`config.mk`:
```
export PLATFORM = sky130hd
export DESIGN_NAME = gcd_shared_scheduler
export DESIGN_NICKNAME = d
export VERILOG_FILES = /design/src/rtl/gcd_shared_scheduler.sv
export SDC_FILE = /design/constraint.sdc
export NUM_CORES = 1
export LEC_CHECK = 0
export CAP_MARGIN = 20
export CORE_ASPECT_RATIO = 0.7
export CORE_UTILIZATION = 35
export CTS_BUF_LIST = sky130_fd_sc_hd__clkbuf_2
export DETAILED_ROUTE_END_ITERATION = 10
export GPL_ROUTABILITY_DRIVEN = 0
export PLACE_DENSITY_LB_ADDON = 0.15
export SLEW_MARGIN = 20
export SYNTH_ARGS = -nofsm -noshare
export SYNTH_HDL_FRONTEND = slang
export SYNTH_SLANG_ARGS = --single-unit
```
`constraint.sdc`:
```
create_clock -name clock -period 3.7 [get_ports clock]
set_clock_uncertainty 0.2 [all_clocks]
set_input_delay 0.74 -clock clock [delete_from_list [all_inputs] [get_ports clock]]
set_output_delay 0.74 -clock clock [all_outputs]
set_load 0.005 [all_outputs]
```
`src/rtl/gcd_shared_scheduler.sv`:
```
// gcd_shared_scheduler: round-robin controller sharing one subtractive GCD datapath; GCD_ITER_LIMIT_EN adds a step-limit abort
module gcd_shared_scheduler #(
    parameter int N = 16,
    parameter int NREQ = 4,
    parameter int MAX_ITER = 1000,
    localparam int IDW = $clog2(NREQ)
) (
    input  logic              clock,
    input  logic              reset_n,
    input  logic [NREQ-1:0]   req_valid,
    output logic [NREQ-1:0]   req_ready,
    input  logic [NREQ*N-1:0] req_a,
    input  logic [NREQ*N-1:0] req_b,
    output logic              rsp_valid,
    output logic [IDW-1:0]    rsp_id,
    output logic [N-1:0]      rsp_data,
    output logic              rsp_err,
    output logic              busy,
    output logic [N-1:0]      dp_dataA,
    output logic [N-1:0]      dp_dataB,
    output logic              dp_loadA,
    output logic              dp_loadB,
    output logic              dp_selLoadA,
    output logic              dp_selLoadB,
    input  logic              dp_lt,
    input  logic              dp_gt,
    input  logic              dp_eq,
    input  logic [N-1:0]      dp_result
);
    if (NREQ < 2 || NREQ > 8 || MAX_ITER < 1) begin : g_bad_cfg
        $error("gcd_shared_scheduler: NREQ must be 2..8 and MAX_ITER positive");
    end

    typedef enum logic [2:0] {IDLE, LOAD, CMP, SUBA, SUBB, RESP} state_t;
    state_t state;
    logic [IDW-1:0] rr_ptr;
    logic [N-1:0] op_a, op_b;
    logic [IDW-1:0] gid;
    logic found;
    logic [N-1:0] sel_a, sel_b;

    function automatic logic [IDW-1:0] wrap(input int v);
        return IDW'(v >= NREQ ? v - NREQ : v);
    endfunction

    // scan from the farthest offset down so the nearest valid requester at or after rr_ptr wins
    always_comb begin
        gid = '0;
        found = 1'b0;
        for (int i = NREQ - 1; i >= 0; i--) begin
            if (req_valid[wrap(int'(rr_ptr) + i)]) begin
                gid = wrap(int'(rr_ptr) + i);
                found = 1'b1;
            end
        end
    end

    assign sel_a = req_a[gid*N +: N];
    assign sel_b = req_b[gid*N +: N];
    assign req_ready = (reset_n && state == IDLE && found) ? NREQ'(1) << gid : '0;
    assign rsp_valid = state == RESP;
    assign busy = state != IDLE;
    assign dp_dataA = op_a;
    assign dp_dataB = op_b;
    assign dp_loadA = state == LOAD || state == SUBA;
    assign dp_loadB = state == LOAD || state == SUBB;
    assign dp_selLoadA = state == SUBA;
    assign dp_selLoadB = state == SUBB;

`ifdef GCD_ITER_LIMIT_EN
    logic [N-1:0] iter;
    logic err_q;
    assign rsp_err = state == RESP && err_q;
`else
    assign rsp_err = 1'b0;
`endif

    always_ff @(posedge clock or negedge reset_n) begin
        if (!reset_n) begin
            state <= IDLE;
            rr_ptr <= '0;
            op_a <= '0;
            op_b <= '0;
            rsp_data <= '0;
            rsp_id <= '0;
`ifdef GCD_ITER_LIMIT_EN
            iter <= '0;
            err_q <= 1'b0;
`endif
        end else begin
            case (state)
                IDLE: if (found) begin
                    op_a <= sel_a;
                    op_b <= sel_b;
                    rsp_id <= gid;
                    rr_ptr <= wrap(int'(gid) + 1);
`ifdef GCD_ITER_LIMIT_EN
                    iter <= '0;
                    err_q <= 1'b0;
`endif
                    if (sel_a == '0 || sel_b == '0) begin
                        rsp_data <= sel_a | sel_b;
                        state <= RESP;
                    end else begin
                        state <= LOAD;
                    end
                end
                LOAD: state <= CMP;
                CMP: if (dp_eq) begin
                    rsp_data <= dp_result;
                    state <= RESP;
                end
`ifdef GCD_ITER_LIMIT_EN
                else if (iter == N'(MAX_ITER)) begin
                    rsp_data <= '0;
                    err_q <= 1'b1;
                    state <= RESP;
                end
`endif
                else if (dp_gt) state <= SUBA;
                else if (dp_lt) state <= SUBB;
                SUBA, SUBB: begin
                    state <= CMP;
`ifdef GCD_ITER_LIMIT_EN
                    iter <= iter + 1'b1;
`endif
                end
                RESP: state <= IDLE;
                default: state <= IDLE;
            endcase
        end
    end
endmodule

```
# After elaboration in Yosys (flattened, before gate mapping)
# Cells that the tools add are included.
[word_totals]
output_inout_bits = 61
mem_count = 0
latchBits = 0
inputBits = 153
mem_bits_ro = 0
register_bits = 55
word_cells = 83
ramBits = 0
[op_classes]
mux = 32
n_shift = 3
n_eq_ne = 9
reduce_logical = 14
bitwise = 1
n_div = 0
n_mul = 0
n_lt_le_gt_ge = 9
n_addsub = 9
[op_table]
columns = ["op", "count"]
rows = [
  ["$shiftx A64 B7 Y16", 2],
  ["$mux W16", 3],
  ["$logic_not A16 Y1", 2],
  ["$pmux W16 S2", 1],
  ["$mux W2", 9],
  ["$or A16 B16 Y16", 1],
  ["$mux W3", 5],
  ["$ge A3 B3 Y1 const B", 4],
  ["$lt A2 B3 Y1 const B", 4],
  ["$sub A2 B1 Y2 const B", 5],
  ["$pmux W3 S3", 1],
  ["$bmux W1 S2", 4],
  ["$mux W1", 8],
  ["$add A2 B1 Y3 const B", 2],
  ["$add A2 B2 Y3 const B", 2],
  ["$eq A3 B2 Y1 const B", 2],
  ["$eq A3 B3 Y1 const B", 2],
  ["$mux W4", 1],
  ["$ne A2 B2 Y1 const B", 2],
  ["$ne A4 B4 Y1 const B", 1],
  ["$reduce_and A2 Y1", 2],
  ["$reduce_and A4 Y1", 1],
  ["$shl A1 B2 Y4 const A", 1],
  ["$eq A3 B1 Y1 const B", 1],
  ["other kinds (8)", 11],
]

# Depth between registers and ports, before layout
[depth]
ltp_word = 15
depth_mapped = 14
mapped_depth_nobuf = 10

# Least setup slack after synthesis
# OpenSTA, ideal clock, no wires.
[synth_path]
kind = "input port to flip-flop"
from = "in req_valid[3]"
to = "reg rsp_data[10]"
required_ns = 3.373
path_slack_ns = 0.309
t_arrival_ns = 3.063
n_path_buf = 4
cell_stages = 13
setup_ns = 0.127
cell_sequence = "o221a_2 and2_1 buf_4 inv_2 buf_6 clkbuf_1 nand2_1 a31o_2 nand4_1 o41ai_2 o21ai_2 buf_6 mux2_1"
[synth_between]
elab_chain_cells = 11
elab_cells_between_ends = 28
cone_classes = "eq/ne: 2; shift: 2; mux: 19; bitwise: 1; reduce/logical: 4"
[synth_lines]
columns = ["element", "line", "rtl"]
rows = [
  ["start: declaration", "10", "input logic [NREQ-1:0] req_valid,"],
  ["$bmux W1 S2", "51", "if (req_valid[wrap(int'(rr_ptr) + i)]) begin"],
  ["$mux W1 (not written as such)", "51", ""],
  ["$mux W2 (4 in a row)", "51", ""],
  ["$shiftx A64 B7 Y16, on equally long branches", "58, 59", ""],
  ["$logic_not A16 Y1 / $or A16 B16 Y16 (equally long branches)", "101, 102", ""],
  ["$logic_or A1 B1 Y1 / $mux W16 (equally long branches)", "101", "if (sel_a == '0 || sel_b == '0) begin"],
  ["$ne A2 B1 Y1 (no source line) / $mux W16 (equally long branches)", "-", ""],
  ["$reduce_and A4 Y1 (no source line) / $pmux W16 S2 (equally long branches)", "-", ""],
  ["end signal: assignment", "102", "rsp_data <= sel_a | sel_b;"],
  ["end signal: assignment", "110", "rsp_data <= dp_result;"],
  ["end: declaration", "16", "output logic [N-1:0] rsp_data,"],
]
# Several ways; a longest one is shown, not always the timed one. The select of a mux whose other input is x is not followed.
# A chain may end at the register's enable or synchronous reset.

# Worst setup path after layout
[layout_path]
from = "in req_valid[3]"
to = "out req_ready[3]"
[layout_between]
elab_chain_cells = 8
elab_cells_between_ends = 19
cone_classes = "shift: 1; mux: 17; reduce/logical: 1"
[layout_lines]
columns = ["element", "line", "rtl"]
rows = [
  ["$bmux W1 S2", "51", ""],
  ["$mux W1 (not written as such)", "51", ""],
  ["$mux W2 / $mux W1 (equally long branches) (4 in a row)", "51", ""],
  ["$shl A1 B2 Y4 / $logic_and A1 B1 Y1 (equally long branches)", "60", "assign req_ready = (reset_n && state == IDLE && found) ? NREQ'(1) << gid : '0;"],
  ["$mux W4 (*)", "60", ""],
  ["end: declaration", "11", "output logic [NREQ-1:0] req_ready,"],
]
# Mark *: on every way between the ends. The rest lies on a longest branch, timed or not. The select of a mux whose other input is x is not followed.

==> metrics.csv <==
stage;metric;value;unit
run_status;status;completed;
place;DP Area;6150;sq um
synthesis;largest family of logic cells by synthesized area;compound AO/OA/AOI/OAI gates;
finish;final instance area;6300;sq um
setup_path;Max FO, Critical Path;28;
global_route;largest net degree at the start of global routing;70;
synthesis;most frequent cell after synthesis;nand2_1;
synthesis;Synth Net Count;588;
sta;Max Fclk;280;MHz
synthesis;Yosys top cell area share;38.7;%
sta;max_slew headroom;51.5;%
power_and_ir_drop;worst vdd ir;0.000411;V
floorplan;starting density of the core;36.3;%
global_route;number of global-route vias before repair;4352;
place;DP HPWL;11.9;mm
finish;Area Overhead vs Synth;77.2;%
detailed_routing;DR vias;4387;
synthesis;number of flops mapped to enable cells by yosys;0;
floorplan;row count;30;
clock_network;CTS hold repair buffers;0;
setup_path;Critical Path End;req_ready[3];
synthesis;top cells by count, synth;nand2_1, dfrtp_1, and3_1;
synthesis;Synth area leaders;dfrtp_1, nand2_1, a211oi_1;
detailed_routing;antenna-violating nets left;0;
setup_path;Critical Path RT;2.76;ns
floorplan;IO Count;214;
synthesis;Yosys reg bits;55;
synthesis;Yosys cell types;37;
detailed_routing;1st-pass router iterations;5;
power_and_ir_drop;total power;4.44;mW
detailed_routing;# DRC;0;
clock_network;buffer depth of the longest clock path;2;
synthesis;ys async rst share;100;%
finish;NumNets Final;835;
setup_path;R2R Path End;rsp_data[14];
setup_path;worst reg-to-reg path cell count;13;
run;Maximum Capacitance Violations;0;
setup_path;R2R Setup Slk;0.25;ns
sta;Period Utilization, post-route;96.7;%
floorplan;Core Region;9800;sq um
setup_path;endpoint class of the critical path;output port;
clock_network;Clock Latency Late Sink;0.45;ns
sta;RSZ-0062 raised after global routing;no;
clock_network;CTS buffer count;5;
setup_path;WP data arrival;2.64;ns
synthesis;simple-gate share of the synthesized area;23.6;%
sta;Final min period;3.58;ns
synthesis;Post-synth top flop;dfrtp_1;
detailed_routing;DR iter-0 viols;297;
clock_network;# clock sinks;55;
power_and_ir_drop;leakage;2.75;nW
finish;Antenna diodes;0;
worst_hold_path;HP Class;input pin to async pin;
synthesis;complex-gate fraction of the synthesized area;24.8;%
floorplan;Die Span Y;86.3;microns
sta;final slew viol count;0;
synthesis;Post-Synth XOR/XNOR Area;0.246;%
global_route;global-route wire length before repair;23.3;mm
global_route;overall global routing resource usage;29.3;%
synthesis;Mapped Cells;431;
synthesis;synth warn;0;
clock_network;CTS clk-pin slew, worst paths;0.27;ns
synthesis;Syn Std Cell Area;3560;sq um
setup_path;worst r2r src;rr_ptr[1];
sta;Worst Tran Pin Value;0.728;ns
setup_path;Setup CP Type;input pin to output port;
synthesis;adder-cell share of the synthesized area;1.41;%
clock_network;Clock Root Buffer;clkbuf_2;
place;Port-buffer cells;212;
setup_path;critical path launch point type;input pin;
global_route;total gr overflow;0;
sta;Min Hold Slack;0.242;ns
detailed_routing;wire per inst;19.0;microns
finish;share of cells above drive strength 1;15.5;%
setup_path;crit path from;req_valid[3];
power_and_ir_drop;Power per Cell Area;705;nW/um^2
floorplan;Total Die Area;10600;sq um
sta;final setup violation count;0;
clock_network;CTS H-tree lvls;2;
finish;Final Util;64.3;%
synthesis;leading area contributor after synthesis;dfrtp_1;
synthesis;sequential share of the synthesized area;38.7;%
sta;Hold Fails Final Rpt;0;
synthesis;mux share of post-synthesis cell area;5.35;%
synthesis;Synth Area per Inst;8.25;sq um
sta;setup TNS;0;ns
detailed_routing;Post-Route WL;15.3;mm
clock_network;CTS tree;built;
detailed_routing;via density per instance;5.44;
floorplan;die width;122;microns
global_route;antenna violations before repair;0;
[critical path, stage by stage]
cell and delay, ns:
clkdlybuf4s15_1 0.26, and3b_1 0.21, o21ai_2 0.12, and2_1 0.20
buf_6 0.27, ha_1 0.19, and3_1 0.14, clkdlybuf4s50_1 0.50
[final cells by class]
cell class | instances | area (sq um)
Inverter | 7 | 26.3
Fill cell | 826 | 3490
Sequential cell | 55 | 1380
Multi-Input combinational cell | 332 | 1970
Clock buffer | 5 | 25.0
Tap cell | 128 | 160
Timing Repair Buffer | 277 | 2730
Clock inverter | 2 | 16.3
[worst min path at each step]
stage | slack, ns | to | depth (start not counted) | start
2_1_floorplan | 0.24 | dp_dataA[0] | 0 | reset_n
3_3_place_gp | 0.26 | rsp_id[1] | 2 | rsp_id[1]
3_5_place_dp | 0.27 | dp_dataB[13] | 2 | dp_dataB[13]
4_1_cts | 0.25 | dp_dataB[8] | 2 | reset_n
5_1_grt | 0.26 | dp_dataB[12] | 2 | reset_n
6_report | 0.24 | dp_dataB[9] | 2 | reset_n
[power by group]
group          internal, mW  switching (mW)
combinational          1.67            1.44
sequential            0.896           0.201
clock                0.0453           0.192
[cell usage in the layout, fill, tap and decap left out, types with 6 or more instances in the layout]
cell | netlist | layout
a31o_1 | 14 | 14
o21ai_0 | 36 | 36
nand4_1 | 8 | 8
nand2_1 | 105 | 105
buf_4 | 4 | 57
a31oi_1 | 17 | 17
a31o_2 | 18 | 18
clkdlybuf4s50_1 | 0 | 207
and3_1 | 37 | 37
mux2_2 | 6 | 6
a211oi_1 | 33 | 33
dfrtp_1 | 55 | 55
mux2_1 | 10 | 10
nor2_1 | 24 | 24
[routing by layer]
layer / vias to the layer above / part of all wire (%) / global-route usage, %
met5: - / 0 / 0
met4: 0 / 2.3 / 8.31
met3: 28 / 6.9 / 4.74
met2: 206 / 44 / 46.2
met1: 2104 / 47 / 41.5
li1: 2049 / - / -
[logic make-up after synthesis]
| group | count (synthesis) |
|---|---|
| compound gates | 125 |
| xor+xnor | 1 |
| fa+ha+maj | 4 |
| buf+inv | 44 |
| flops | 55 |
| mux | 17 |
| other cells | 1 |
| simple gates | 184 |
[repair_timing]
| action | CTS | global route |
|---|---|---|
| setup endpoints to repair | 4 | 4 |
| buffers inserted | 4 | 1 |
| resized for setup | 3 | 4 |
| cloned | 2 | 0 |
| pin swaps | 0 | 1 |
[state kept, by name, summed over array words and instances (netlist names)]
name and count:
dp_dataA 16, rsp_data 16, state 3, dp_dataB 16
rr_ptr 2, rsp_id 2
[metrics by stage]
step	instances	setup slack, ns
after floorplan	431	0.309
after global placement	792	-0.244
after detailed placement	792	-0.346
after CTS	805	0.0160
after global routing	806	0.0195
final	806	0.124
(Power assumes the default switching activity.)
